--- config.mk ---
export PLATFORM = sky130hd
export DESIGN_NAME = serial_shift_unit_flat
export DESIGN_NICKNAME = d
export VERILOG_FILES = /design/src/rtl/serial_shift_unit_if.sv /design/src/rtl/serial_shift_unit.sv /design/src/flat_wrapper.sv
export SDC_FILE = /design/constraint.sdc
export NUM_CORES = 1
export LEC_CHECK = 0
export CAP_MARGIN = 5
export CORE_MARGIN = 1.5
export CORE_UTILIZATION = 40
export DETAILED_ROUTE_END_ITERATION = 8
export GPL_TIMING_DRIVEN = 0
export PLACE_DENSITY_LB_ADDON = 0.1
export RECOVER_POWER = 50
export SKIP_CTS_REPAIR_TIMING = 1
export SLEW_MARGIN = 20
export SYNTH_ARGS = -nofsm -noshare
export SYNTH_HDL_FRONTEND = slang
export SYNTH_SLANG_ARGS = --single-unit
--- constraint.sdc ---
create_clock -name clk -period 1.8 [get_ports clk]
set_input_delay 0.45 -clock clk [delete_from_list [all_inputs] [get_ports clk]]
set_output_delay 0.45 -clock clk [all_outputs]
set_load 0.005 [all_outputs]
--- src/rtl/serial_shift_unit_if.sv ---
// Request/response handshake bundle between the EX-stage pipeline and the serial shift unit.
// The pipeline side uses the master modport and the shift unit uses the slave modport.
interface serial_shift_unit_if #(
  parameter int unsigned XLEN    = 32,
  parameter int unsigned SHAMT_W = 5
);
  logic               req_valid;
  logic               req_ready;
  logic [1:0]         req_op;
  logic [XLEN-1:0]    req_operand;
  logic [SHAMT_W-1:0] req_shamt;
  logic               rsp_valid;
  logic               rsp_ready;
  logic [XLEN-1:0]    rsp_result;

  modport master (
    output req_valid,
    input  req_ready,
    output req_op,
    output req_operand,
    output req_shamt,
    input  rsp_valid,
    output rsp_ready,
    input  rsp_result
  );

  modport slave (
    input  req_valid,
    output req_ready,
    input  req_op,
    input  req_operand,
    input  req_shamt,
    output rsp_valid,
    input  rsp_ready,
    output rsp_result
  );
endinterface

--- src/rtl/serial_shift_unit.sv ---
// Multi-cycle RV32I shift unit (SLL/SRL/SRA): moves the accumulator one bit per clock
// until the shift amount is consumed, then holds the result until the consumer takes it.
module serial_shift_unit #(
  parameter int unsigned XLEN    = 32,
  parameter int unsigned SHAMT_W = 5
) (
  input  logic                clk,
  input  logic                rst_n,
  input  logic                flush,
  serial_shift_unit_if.slave  bus,
  output logic                busy
);

  localparam logic [1:0] OpSll = 2'b00;
  localparam logic [1:0] OpSrl = 2'b01;
  localparam logic [1:0] OpSra = 2'b10;
  localparam logic [1:0] OpRsv = 2'b11;

  typedef enum logic [1:0] {StIdle, StShift, StDone} state_e;

  state_e             state_q, state_d;
  logic [XLEN-1:0]    acc_q, acc_d;
  logic [SHAMT_W-1:0] count_q, count_d;
  logic [1:0]         op_q, op_d;

  // All outputs come from registered state only; nothing combinational from req_valid.
  assign bus.req_ready  = (state_q == StIdle);
  assign bus.rsp_valid  = (state_q == StDone);
  assign bus.rsp_result = acc_q;
  assign busy           = (state_q != StIdle);

  always_comb begin
    state_d = state_q;
    acc_d   = acc_q;
    count_d = count_q;
    op_d    = op_q;
    if (flush) begin
      state_d = StIdle;
    end else begin
      unique case (state_q)
        StIdle: begin
          if (bus.req_valid) begin
            acc_d   = bus.req_operand;
            count_d = bus.req_shamt;
            op_d    = bus.req_op;
            // Zero shift and the reserved op pass the operand straight through.
            if ((bus.req_shamt == '0) || (bus.req_op == OpRsv)) begin
              state_d = StDone;
            end else begin
              state_d = StShift;
            end
          end
        end
        StShift: begin
          unique case (op_q)
            OpSll:   acc_d = {acc_q[XLEN-2:0], 1'b0};
            OpSrl:   acc_d = {1'b0, acc_q[XLEN-1:1]};
            OpSra:   acc_d = {acc_q[XLEN-1], acc_q[XLEN-1:1]};
            default: acc_d = acc_q;
          endcase
          count_d = count_q - SHAMT_W'(1);
          if (count_q == SHAMT_W'(1)) begin
            state_d = StDone;
          end
        end
        StDone: begin
          if (bus.rsp_ready) begin
            state_d = StIdle;
          end
        end
        default: state_d = StIdle;
      endcase
    end
  end

  always_ff @(posedge clk or negedge rst_n) begin
    if (!rst_n) begin
      state_q <= StIdle;
      acc_q   <= '0;
      count_q <= '0;
      op_q    <= '0;
    end else begin
      state_q <= state_d;
      acc_q   <= acc_d;
      count_q <= count_d;
      op_q    <= op_d;
    end
  end

endmodule

--- src/flat_wrapper.sv ---
// flat-port wrapper written by rule: the top's interface ports become plain ports
module serial_shift_unit_flat 
#(
  parameter int unsigned XLEN    = 32,
  parameter int unsigned SHAMT_W = 5
)
  (clk, rst_n, flush, busy, bus_req_valid, bus_req_ready, bus_req_op, bus_req_operand, bus_req_shamt, bus_rsp_valid, bus_rsp_ready, bus_rsp_result);
  serial_shift_unit_if #(.XLEN(XLEN), .SHAMT_W(SHAMT_W)) bus_i ();
  input  logic clk;
  input  logic rst_n;
  input  logic flush;
  output logic busy;
  input wire logic [$bits(bus_i.req_valid)-1:0] bus_req_valid;
  output wire logic [$bits(bus_i.req_ready)-1:0] bus_req_ready;
  input wire logic [$bits(bus_i.req_op)-1:0] bus_req_op;
  input wire logic [$bits(bus_i.req_operand)-1:0] bus_req_operand;
  input wire logic [$bits(bus_i.req_shamt)-1:0] bus_req_shamt;
  output wire logic [$bits(bus_i.rsp_valid)-1:0] bus_rsp_valid;
  input wire logic [$bits(bus_i.rsp_ready)-1:0] bus_rsp_ready;
  output wire logic [$bits(bus_i.rsp_result)-1:0] bus_rsp_result;
  assign bus_i.req_valid = bus_req_valid;
  assign bus_req_ready = bus_i.req_ready;
  assign bus_i.req_op = bus_req_op;
  assign bus_i.req_operand = bus_req_operand;
  assign bus_i.req_shamt = bus_req_shamt;
  assign bus_rsp_valid = bus_i.rsp_valid;
  assign bus_i.rsp_ready = bus_rsp_ready;
  assign bus_rsp_result = bus_i.rsp_result;
  serial_shift_unit #(.XLEN(XLEN), .SHAMT_W(SHAMT_W)) u_core (.clk(clk), .rst_n(rst_n), .flush(flush), .bus(bus_i), .busy(busy));
endmodule
==> summary.txt <==
Global routing
  – Number of global-route vias before repair: 2250
  – Largest net degree at the start of global routing: 23
  – Gr ovfl total: 0
  – Global-route wire length before repair: 11.0 mm
  – Total global-route track usage: 21.5%
  – Initial antenna violation count: 0

Logic synthesis
  – Post-Syn Area: 2460 sq um
  – Count leader, synth: dfrtp_1
  – Post-synth EDFFs: 0
  – Seq/Total Area, Yosys: 41.7%
  – Synth Area in XOR/XNOR: 0%
  – Post-synthesis mux area share: 0%
  – Fraction of the mapped netlist area in adder cells: 2.54%
  – Simple-Gate Fraction of Synth Area: 20.0%
  – Top FF cell, synth: dfrtp_1
  – Commonest cells post-synth: 41 x dfrtp_1, 37 x nand2_1, 30 x a221oi_1, 30 x nor3b_1, 29 x o21ai_2
  – Top-area cell type share of the netlist area: 41.7%
  – Synth Instances: 253
  – Yosys reg bits: 41
  – Compound-Gate Fraction of Synth Area: 28.0%
  – Largest cells by area after synthesis: dfrtp_1 42%, a221oi_1 11%, o21ai_2 10%, nor3b_1 9.1%, nand2_1 5.6%
  – Main combinational cell family by area after synthesis: compound AO/OA/AOI/OAI gates
  – Yosys top cell by area: dfrtp_1
  – Synth warnings: 0
  – Async SR Flop Fraction: 100%
  – Post-synthesis cell type count: 33
  – Avg Inst Size Synth: 9.73 sq um
  – Syn_nets: 302

Routing
  – DRT Wirelength: 6.91 mm
  – Vias after detailed routing: 2331
  – Detail Route Antenna Nets: 0
  – Via density per instance: 5.55
  – # DRC: 0
  – Average routed wire per standard cell: 16.5 um
  – First-iteration detailed-routing DRC count: 89
  – DRT Pass-1 Iters: 4

Die
  – Die height: 81.5 um
  – CORE AREA: 5920 sq um
  – Die width: 81.5 um
  – Rows: 28
  – IO Pins: 79
  – Full die area: 6640 sq um
  – Initial Utilization: 41.6%

STA
  – Post-layout min period: 1760 ps
  – Hold Vio Cnt, Final: 0
  – Relative slew slack: 15.8%
  – Worst Tran Pin Value: 1260 ps
  – Final setup violation count: 0
  – Max Slew Vio Count: 0
  – Worst Hold Slack: 392 ps
  – Fmax: 0.568 GHz
  – Crit share post-route: 97.8%
  – Clock skew: 10.3 ps

Clocking
  – CTS tree: done
  – Clk_lat worst skew: 300 ps
  – Htree depth: 2
  – Clock slew at reported path FFs: 90 ps
  – Num CTS Buffers: 5
  – Clk sinks: 41
  – Root Driver: clkbuf_8
  – CTS max path bufs: 2

Finish
  – Fraction of layout cells with a size suffix above 1: 26.7%
  – Design area: 3700 sq um
  – Nets: 393
  – # diodes: 0
  – Syn-to-layout area delta: 50.4%

Pwr
  – VDD IR-drop max: 0.658 mV
  – Tot Pwr: 4.17 mW
  – Power Dens Cells: 1130 nW/um^2
  – Leakage power: 1.47 nW

Critical path
  – Critical Path AT: 1940 ps
  – CP Class: reg -> reg
  – Reg-to-reg setup timing slack: 40 ps
  – Worst Path Max Fanout: 10
  – CP Capture Type: register
  – Critical path startpoint category: register
  – Critical Path RT: 1980 ps

Placed design
  – Dpl cell area: 3360 sq um
  – IO buf count: 78
  – Final GP Congestion: 0.765
  – DP HPWL: 4.71 mm

Run status
  – Status: complete, no violations

Min path
  – Hold crit path type: in -> async

Job
  – MaxCap Viol Count: 0
[worst paths after layout]
path	start	cells past startpoint	end
max	u_core.op_q[1]	8	u_core.bus.rsp_result[15]
min	rst_n	1	u_core.state_q[0]
max reg2reg	u_core.op_q[1]	8	u_core.bus.rsp_result[15]
min reg2reg	u_core.bus.rsp_result[26]	2	u_core.bus.rsp_result[26]
max in group asynchronous	rst_n	1	u_core.state_q[1]
min in group clk	u_core.bus.rsp_result[26]	2	u_core.bus.rsp_result[26]
[sequential cells by signal, summed over array words and instances, names as in the netlist]
signal / count
u_core.bus.rsp_result: 32
u_core.count_q: 5
u_core.state_q: 2
u_core.op_q: 2
[layout make-up]
class	instances	area, sq um
Fill cell	517	2220
Buffer	23	174
Sequential cell	41	1030
Timing Repair Buffer	84	843
Clock buffer	5	68.8
Clock inverter	3	65.1
Tap cell	75	93.8
Multi-Input combinational cell	181	1400
Inverter	8	30.0
[logic make-up (layout without fill, tap and decap cells)]
kind of cell | Yosys count | in the layout
buffers and inverters | 31 | 123
adders and majority gates | 5 | 5
DFF | 41 | 41
and+or+nand+nor | 89 | 89
AOI/OAI and AO/OA | 87 | 87
[through the flow]
step	instances	setup WS (ps)	utilization (%)	TNS, ps
final	420	39.0	62.5	0
after global routing	420	-30.2	62.5	-238
after CTS	415	-129	59.0	-1620
after detailed placement	407	-220	56.7	-6320
after global placement	406	-910	56.4	-43290
after floorplan	253	183	-	0
[worst max-delay path, stage by stage (launching register included)]
cell	delay [ps]
dfrtp_1	380
buf_4	120
ha_2	190
nor3_1	60
a2111o_1	430
buf_6	160
buf_4	170
nand2_1	90
o21ai_2	50
[placed cells by master, fill, tap and decap left out, types with 8 or more instances in the layout]
master,instances
a221oi_1,10
a221oi_2,20
buf_6,9
clkdlybuf4s50_1,69
dfrtp_1,40
nand2_1,37
nor3b_1,31
o21ai_0,8
o21ai_2,30
[report_power, final]
part | internal [mW] | total (mW) | switching [mW]
registers | 1.19 | 1.51 | 0.316
clock network | 0.551 | 0.895 | 0.344
logic | 0.972 | 1.77 | 0.794
total | 2.71 | 4.17 | 1.45
[layer usage]
metal	GRT usage, %	routed length [um]
met5	0	0
met4	5.69	51
met3	4.22	335
met2	36.8	3440
met1	27.5	3090
(Power assumes the default switching activity.)
==> patch: new RTL, config.mk and constraints unchanged <==
`SHAMT_W` is set to 5 in 3 places; all go to 4.
--- a/src/rtl/serial_shift_unit_if.sv
+++ b/src/rtl/serial_shift_unit_if.sv
@@ -2,7 +2,7 @@
 // The pipeline side uses the master modport and the shift unit uses the slave modport.
 interface serial_shift_unit_if #(
   parameter int unsigned XLEN    = 32,
-  parameter int unsigned SHAMT_W = 5
+  parameter int unsigned SHAMT_W = 4
 );
   logic               req_valid;
   logic               req_ready;
--- a/src/rtl/serial_shift_unit.sv
+++ b/src/rtl/serial_shift_unit.sv
@@ -2,7 +2,7 @@
 // until the shift amount is consumed, then holds the result until the consumer takes it.
 module serial_shift_unit #(
   parameter int unsigned XLEN    = 32,
-  parameter int unsigned SHAMT_W = 5
+  parameter int unsigned SHAMT_W = 4
 ) (
   input  logic                clk,
   input  logic                rst_n,
--- a/src/flat_wrapper.sv
+++ b/src/flat_wrapper.sv
@@ -2,7 +2,7 @@
 module serial_shift_unit_flat 
 #(
   parameter int unsigned XLEN    = 32,
-  parameter int unsigned SHAMT_W = 5
+  parameter int unsigned SHAMT_W = 4
 )
   (clk, rst_n, flush, busy, bus_req_valid, bus_req_ready, bus_req_op, bus_req_operand, bus_req_shamt, bus_rsp_valid, bus_rsp_ready, bus_rsp_result);
   serial_shift_unit_if #(.XLEN(XLEN), .SHAMT_W(SHAMT_W)) bus_i ();
Interface: changed (resized bus_req_shamt); port bits go from 79 to 78. No check against the original RTL was run, so the function may have changed too.
==> patch against the original RTL <==
  * Critical path depth shrank 1
  * Non-clock buffer count decreased by 4
  * Design area fell by 9.2%
  * Via count decreased by 2.3%
  * Worst setup slack improved by 7.0 ps
  * Synthesized area decreased by 8.9%
  * Sequential share of layout area is 2.1 points higher
  * Total power is 14% lower
  * Wire length is 8.7% lower
  * Combinational power down 14%
  * Worst hold slack worse by 49 ps
  * Critical path type unchanged
  * Sequential cell count down 1
  * Fmax rose by 0.40%
  * Final cell count down 3.3%
==> patch: results (changes against the original RTL) <==
largest net degree at the start of global routing=22 (-4.3%); Worst path slowest cell=dfrtp_1; number of global-route vias before repair=2,143 (-4.8%); Routed WL=6310 um (-8.7%); met1 GRT Util=27.4% (-0.15 points); Vias/cell=5.61 (+1.1%); worst reg2reg path endpoint=u_core.bus.rsp_result[20]; GRT Total Usage=20.9% (-0.54 points); Seq/Total Area, Yosys=44.6% (+3.0 points); GRT met2 Usage=34.3% (-2.4 points); leakage power=1.30 nW (-12%); share of cells above drive strength 1=14.4% (-12 points); Hold WS=343 ps (-48.7 ps); PortBufs=77 (-1.3%); max_slew headroom=24.9% (+9.0 points); first-pass GRT wire length=10,100 um (-7.6%); total placed instance area=3130 sq um (-7.0%); metal3 WL=348 um (+3.9%); routability cong.=0.736 (-3.9%); status=finished, final reports clean; Max VDD drop=0.000515 V (-22%); R2R cell count=7 (-1); Worst Skew=7.37 ps (-2.94 ps); internal power=2.34 mW (-14%); Comb power=1.52 mW (-14%); Max Clk Rate=570 MHz (+0.40%); syn_nets=292 (-3.3%); switching power=1.24 mW (-14%); P_seq=1.45 mW (-4%); wire per inst=15.5 um (-5.6%); dpl hpwl=4450 um (-5.5%)
[patch: changes by cell type after synthesis, sizes merged, moves of 2 or more]
cell	before	now
a21oi	5	37
a22oi	3	1
buf	15	9
clkbuf	8	12
mux2	0	2
nand2	37	5
nor2	8	38
o21ai	41	5
[patch: area by class of cell]
cell class                      instances  area (sq um)  share of cell area [%]
Inverter                                7          26.3                   0.782
Multi-Input combinational cell        176          1200                    35.6
Timing Repair Buffer                   82           808                    24.1
Buffer                                 21           148                    4.39
Tap cell                               72          90.1                    2.68
Sequential cell                        40          1000                    29.8
Clock buffer                            8          90.1                    2.68
[patch: logic make-up (layout without fill, tap and decap cells)]
logic type / Yosys count / after routing / share of synthesized area, %
AO/OA/AOI/OAI: 82 / 82 / 25.5
adder cells (fa/ha/maj): 5 / 5 / 2.79
buffers and inverters: 28 / 118 / 5.19
flip-flops: 40 / 40 / 44.6
multiplexers: 2 / 2 / 1.00
AND/OR/NAND/NOR: 87 / 87 / 20.9
